$ cat config.mk
export PLATFORM = sky130hd
export DESIGN_NAME = mib_slave_endpoint
export DESIGN_NICKNAME = d
export VERILOG_FILES = /design/src/rtl/mib_slave_endpoint.sv
export SDC_FILE = /design/constraint.sdc
export NUM_CORES = 1
export LEC_CHECK = 0
export BUFFER_PORTS_ARGS = -buffer_cell sky130_fd_sc_hd__buf_2
export CORE_MARGIN = 2
export CORE_UTILIZATION = 47
export CTS_CLUSTER_DIAMETER = 150
export CTS_CLUSTER_SIZE = 12
export DETAILED_ROUTE_END_ITERATION = 16
export PLACE_DENSITY = 0.83
export SYNTH_ARGS = -nofsm -noshare
export SYNTH_HDL_FRONTEND = slang
export SYNTH_SLANG_ARGS = --single-unit
$ cat constraint.sdc
create_clock -name i_sysclk -period 3.6 [get_ports i_sysclk]
set_input_delay 0.36 -clock i_sysclk [delete_from_list [all_inputs] [get_ports i_sysclk]]
set_output_delay 0.36 -clock i_sysclk [all_outputs]
set_load 0.005 [all_outputs]
$ cat src/rtl/mib_slave_endpoint.sv
`default_nettype none
// ============================================================================
//  Module      : mib_slave_endpoint
//  Description : MIB bus responder. Collects a 32-bit address over two AD
//                phases, and on a window hit runs one req/ack access on the
//                local register port, returning the MIB ack (plus read data).
//                Optional macro MIB_SLAVE_ERR_CNT_EN builds a saturating
//                16-bit local-timeout counter on o_err_cnt; otherwise it is 0.
//  Revision    : 1.0 - initial release
// ============================================================================
module mib_slave_endpoint #(
  parameter logic [31:0] P_BASE_ADDR          = 32'h0001_0000,
  parameter int          P_ADDR_SPAN_BITS     = 12,
  parameter int          P_LOCAL_TIMEOUT_CLKS = 24
) (
  input  logic                        i_sysclk,
  input  logic                        i_srst,
  input  logic                        i_mib_start,
  input  logic                        i_mib_rd_wr_n,
  input  logic [15:0]                 i_mib_ad,
  output logic [15:0]                 o_mib_ad,
  output logic                        o_mib_ad_high_z,
  output logic                        o_mib_slave_ack,
  output logic                        o_reg_req,
  output logic                        o_reg_rd_wr_n,
  output logic [P_ADDR_SPAN_BITS-1:0] o_reg_addr,
  output logic [15:0]                 o_reg_wdata,
  input  logic                        i_reg_ack,
  input  logic [15:0]                 i_reg_rdata,
  output logic [15:0]                 o_err_cnt
);

  localparam int C_TMO_W = $clog2(P_LOCAL_TIMEOUT_CLKS + 1);
  localparam logic [C_TMO_W-1:0] C_TMO_LAST = C_TMO_W'(P_LOCAL_TIMEOUT_CLKS - 1);

  localparam logic [2:0] S_IDLE       = 3'd0;
  localparam logic [2:0] S_ADDR_LO    = 3'd1;
  localparam logic [2:0] S_WR_DATA    = 3'd2;
  localparam logic [2:0] S_LOCAL_WAIT = 3'd3;
  localparam logic [2:0] S_ACK        = 3'd4;

  logic [2:0]                  r_state;
  logic [2:0]                  w_state_nxt;
  logic [15:0]                 r_addr_hi;
  logic                        r_rd_wr_n;
  logic [P_ADDR_SPAN_BITS-1:0] r_reg_addr;
  logic [15:0]                 r_reg_wdata;
  logic [15:0]                 r_rdata;
  logic [C_TMO_W-1:0]          r_tmo_cnt;
  logic [31:0]                 w_addr;
  logic                        w_hit;
  logic                        w_tmo;
  logic                        w_rd_drive;

  // Second address phase completes the 32-bit address directly from the bus.
  assign w_addr = {r_addr_hi, i_mib_ad};
  assign w_hit  = (w_addr[31:P_ADDR_SPAN_BITS] == P_BASE_ADDR[31:P_ADDR_SPAN_BITS]);
  // Abort on the clock that would make req high for one clock too many; an
  // ack arriving on that same clock still wins.
  assign w_tmo  = (r_state == S_LOCAL_WAIT) && !i_reg_ack && (r_tmo_cnt == C_TMO_LAST);

  // State register
  always_ff @(posedge i_sysclk or posedge i_srst) begin
    if (i_srst) begin
      r_state <= S_IDLE;
    end else begin
      r_state <= w_state_nxt;
    end
  end

  // Next-state decode; starts outside IDLE are ignored
  always_comb begin
    w_state_nxt = r_state;
    case (r_state)
      S_IDLE:       if (i_mib_start) w_state_nxt = S_ADDR_LO;
      S_ADDR_LO:    w_state_nxt = !w_hit ? S_IDLE : (r_rd_wr_n ? S_LOCAL_WAIT : S_WR_DATA);
      S_WR_DATA:    w_state_nxt = S_LOCAL_WAIT;
      S_LOCAL_WAIT: begin
        if (i_reg_ack)  w_state_nxt = S_ACK;
        else if (w_tmo) w_state_nxt = S_IDLE;
      end
      S_ACK:        w_state_nxt = S_IDLE;
      default:      w_state_nxt = S_IDLE;
    endcase
  end

  // Address/data capture and local-timeout counting
  always_ff @(posedge i_sysclk or posedge i_srst) begin
    if (i_srst) begin
      r_addr_hi   <= '0;
      r_rd_wr_n   <= 1'b0;
      r_reg_addr  <= '0;
      r_reg_wdata <= '0;
      r_rdata     <= '0;
      r_tmo_cnt   <= '0;
    end else begin
      if (r_state == S_IDLE && i_mib_start) begin
        r_addr_hi <= i_mib_ad;
        r_rd_wr_n <= i_mib_rd_wr_n;
      end
      if (r_state == S_ADDR_LO && w_hit) begin
        r_reg_addr <= w_addr[P_ADDR_SPAN_BITS-1:0];
      end
      if (r_state == S_WR_DATA) begin
        r_reg_wdata <= i_mib_ad;
      end
      if (r_state == S_LOCAL_WAIT && i_reg_ack && r_rd_wr_n) begin
        r_rdata <= i_reg_rdata;
      end
      // Counter sits at zero outside LOCAL_WAIT so each request starts fresh.
      if (r_state == S_LOCAL_WAIT) begin
        r_tmo_cnt <= r_tmo_cnt + 1'b1;
      end else begin
        r_tmo_cnt <= '0;
      end
    end
  end

`ifdef MIB_SLAVE_ERR_CNT_EN
  logic [15:0] r_err_cnt;

  // Saturating count of local timeouts, cleared only by reset
  always_ff @(posedge i_sysclk or posedge i_srst) begin
    if (i_srst) begin
      r_err_cnt <= '0;
    end else if (w_tmo && r_err_cnt != 16'hFFFF) begin
      r_err_cnt <= r_err_cnt + 16'd1;
    end
  end

  assign o_err_cnt = r_err_cnt;
`else
  assign o_err_cnt = '0;
`endif

  // Outputs decoded from state so an async reset clears them immediately
  always_comb begin
    w_rd_drive      = (r_state == S_ACK) && r_rd_wr_n;
    o_reg_req       = (r_state == S_LOCAL_WAIT);
    o_mib_slave_ack = (r_state == S_ACK);
    o_mib_ad_high_z = !w_rd_drive;
    o_mib_ad        = w_rd_drive ? r_rdata : 16'h0000;
    o_reg_rd_wr_n   = r_rd_wr_n;
    o_reg_addr      = r_reg_addr;
    o_reg_wdata     = r_reg_wdata;
  end

endmodule
`default_nettype wire

==> results.yml <==
setup_path:
  worst-path-max-fanout: 18
  critPathBufInv: 1
  crit_slowest_cell: "nor3b_2"
  r2r-start: "r_state[2]"
  worstPathRequired_ns: 3.24
  max_stage_delay_ns: 0.76
  path_cells: "nor3b_2, and3_1, buf_2"
  cpLargestDelayFamily: "simple AND/OR/NAND/NOR gates"
  cp.arrival_ns: 1.96
  endpoint_kind: "output pin"
  ff2ff_setup_slack_ns: 1.53
  critical_path_class: "reg2out"
  worstRegToRegCells: 3
  reg2reg_to: "o_reg_wdata[8]"
  startpoint_type: "register"
synthesis:
  synth_cells: 209
  ys_types: 33
  ys_seq_elements: 69
  synth_ff_type: "dfrtp_1"
  syn_area_mm2: 0.002985
  synth_edf_count: 0
  seq_area_frac_synth: 0.5784
  async_reset_ff_frac: 1.000
  synth.avg_cell_area_um2: 14.28
  ys.warnings.count: 0
routing:
  drt_wl_total_mm: 5.460
  vias_per_cell: 4.992
  routed-via-count: 1882
  drtIter0Drc: 48
  drc: 0
  routedWlPerCell_um: 14.48
  first_pass_iters: 4
  final_antenna_net_count: 0
timing:
  setup-tns-final_ns: 0
  fmax_mhz: 430.2
  clock_skew_ns: 0.01017
  hold_viol: 0
  rsz0062_at_grt: "false"
  setup_violations: 0
  slew_violations: 0
  post-route-period-util: 0.6457
  relSlewSlack: 0.2955
  worst_pin_slew_ns: 1.052
  min_period_ns: 2.325
  setup_ws_ns: 1.275
placement:
  gp_congestion: 0.7724
  port_buffers: 84
  hpwl_mm: 3.915
  placed_area_mm2: 0.003393
  dpl_worst_slack_ns: 1.439
floorplanning:
  start_util: 0.4783
  rows: 29
  die-area_mm2: 0.007006
  coreArea_mm2: 0.006241
  io_pins: 101
  fp.dieW_um: 83.70
  fp.dieH_um: 83.70
finish:
  regArea_mm2: 0.001727
  mostFrequentLayoutCell: "buf_2"
  syn_to_final_growth_pct: 20.24
  multi_input_area_mm2: 0.001131
  nFillCells: 528
  layout-drive-gt1-share: 0.5633
  n_antenna_cell: 0
  finalNetCount: 333
  most-common-layout-cells: "buf_2, dfrtp_1, mux2_2, and3_1, conb_1"
  final_area_mm2: 0.003590
clocking:
  postCtsSetupRepairBufs: 0
  cts_hold_buffers: 0
  clk_latency_ns: 0.34
  root_buffer: "clkbuf_8"
  clkSinkCount: 69
  cts_tree: "done"
  cts.clk_slew.worst_paths_ns: 0.07
  cts_buffers: 9
  ctsResizeCount: 0
  clock_path_buffers: 2
  cts_max_level: 3
grt:
  grt_pass1_vias: 1874
  antenna_found_initial: 0
  grt_pass1_wl_mm: 9.121
  grtUsageTotal: 0.1663
  grt_start_max_net_pins: 48
  overflow: 0
power_and_ir_drop:
  power.density_mw_per_mm2: 422.8
  vdd_ir_drop_max_mv: 0.2739
  p_leak_nw: 2.039
run_status:
  outcome: "complete, no violations"
job:
  drv_cap: 0
hold_path:
  hp-class: "in2async"
[stage by stage]
step	total power, mW	util	hold slack (ns)	instances
floorplan	0.9070	-	0.4319	224
global placement	0.9318	0.5437	0.3987	361
detailed placement	0.9356	0.5437	0.4033	361
CTS	1.534	0.5752	0.03673	377
global route	1.584	0.5752	0.06064	377
finish	1.518	0.5752	0.02890	377
[worst max-delay path by stage]
stage / cells after the start / slack, ns / end / startpoint
after floorplan: 1 / 1.50 / o_reg_addr[0] / i_srst
after global placement: 5 / 1.56 / o_reg_addr[3] / i_mib_ad[12]
after detailed placement: 5 / 1.44 / o_reg_addr[3] / i_mib_ad[12]
after CTS: 3 / 1.30 / o_mib_ad[15] / r_state[0]
after global routing: 4 / 1.13 / o_mib_ad_high_z / r_state[0]
final: 3 / 1.28 / o_mib_ad[9] / r_state[0]
[worst register-to-register path: stages, from the launching register on]
cell     delay, ns
dfrtp_1       0.45
and2b_1       0.29
nor2b_2       0.78
mux2_2        0.42
[layer usage]
metal / GRT usage / vias up / wire length (um)
li1: - / 873 / -
met1: 0.2188 / 941 / 2457
met2: 0.2575 / 61 / 2622
met3: 0.04748 / 7 / 290
met4: 0.07478 / 0 / 90
met5: 0 / - / 0
[where the power goes]
group / switching (mW) / internal [mW]
logic: 0.0436 / 0.0464
registers: 0.0245 / 0.804
clock network: 0.276 / 0.323
total: 0.344 / 1.17
[registers in the layout, indices dropped and copies added, names as in the netlist]
signal and cells:
r_state 3, r_addr_hi 16, o_reg_addr 12, r_tmo_cnt 5
o_reg_wdata 16, r_rdata 16, o_reg_rd_wr_n 1
[Yosys cell counts, types with 3 or more instances]
cell      count  area [um^2]
dfrtp_1      69         1727
mux2_2       51        574.3
buf_4        19        142.6
and3_1       17        106.4
mux2_4       10        150.1
nor2_1        4        15.01
clkbuf_1      3        11.26
inv_1         3        11.26
nor4_1        3        18.77
[kinds of logic (layout without fill, tap and decap cells)]
logic type	Yosys count	after routing	share of synthesized area
compound gates	4	4	0.008800
mux	61	61	0.2427
buf+inv	28	104	0.06245
xor+xnor	3	3	0.008803
flops	69	69	0.5784
fa+ha+maj	1	1	0.004190
simple gates	42	42	0.09347
other cells	1	16	0.001256
[final cells by class]
cell class | count | area share
repair buffers | 85 | 0.1192
well taps | 77 | 0.02684
flip-flops and latches | 69 | 0.4810
clock inverters | 3 | 0.004880
inverters | 3 | 0.003137
multi-input cells | 127 | 0.3151
clock buffers | 13 | 0.04984
Note: power is estimated with default switching activity, not from simulation.
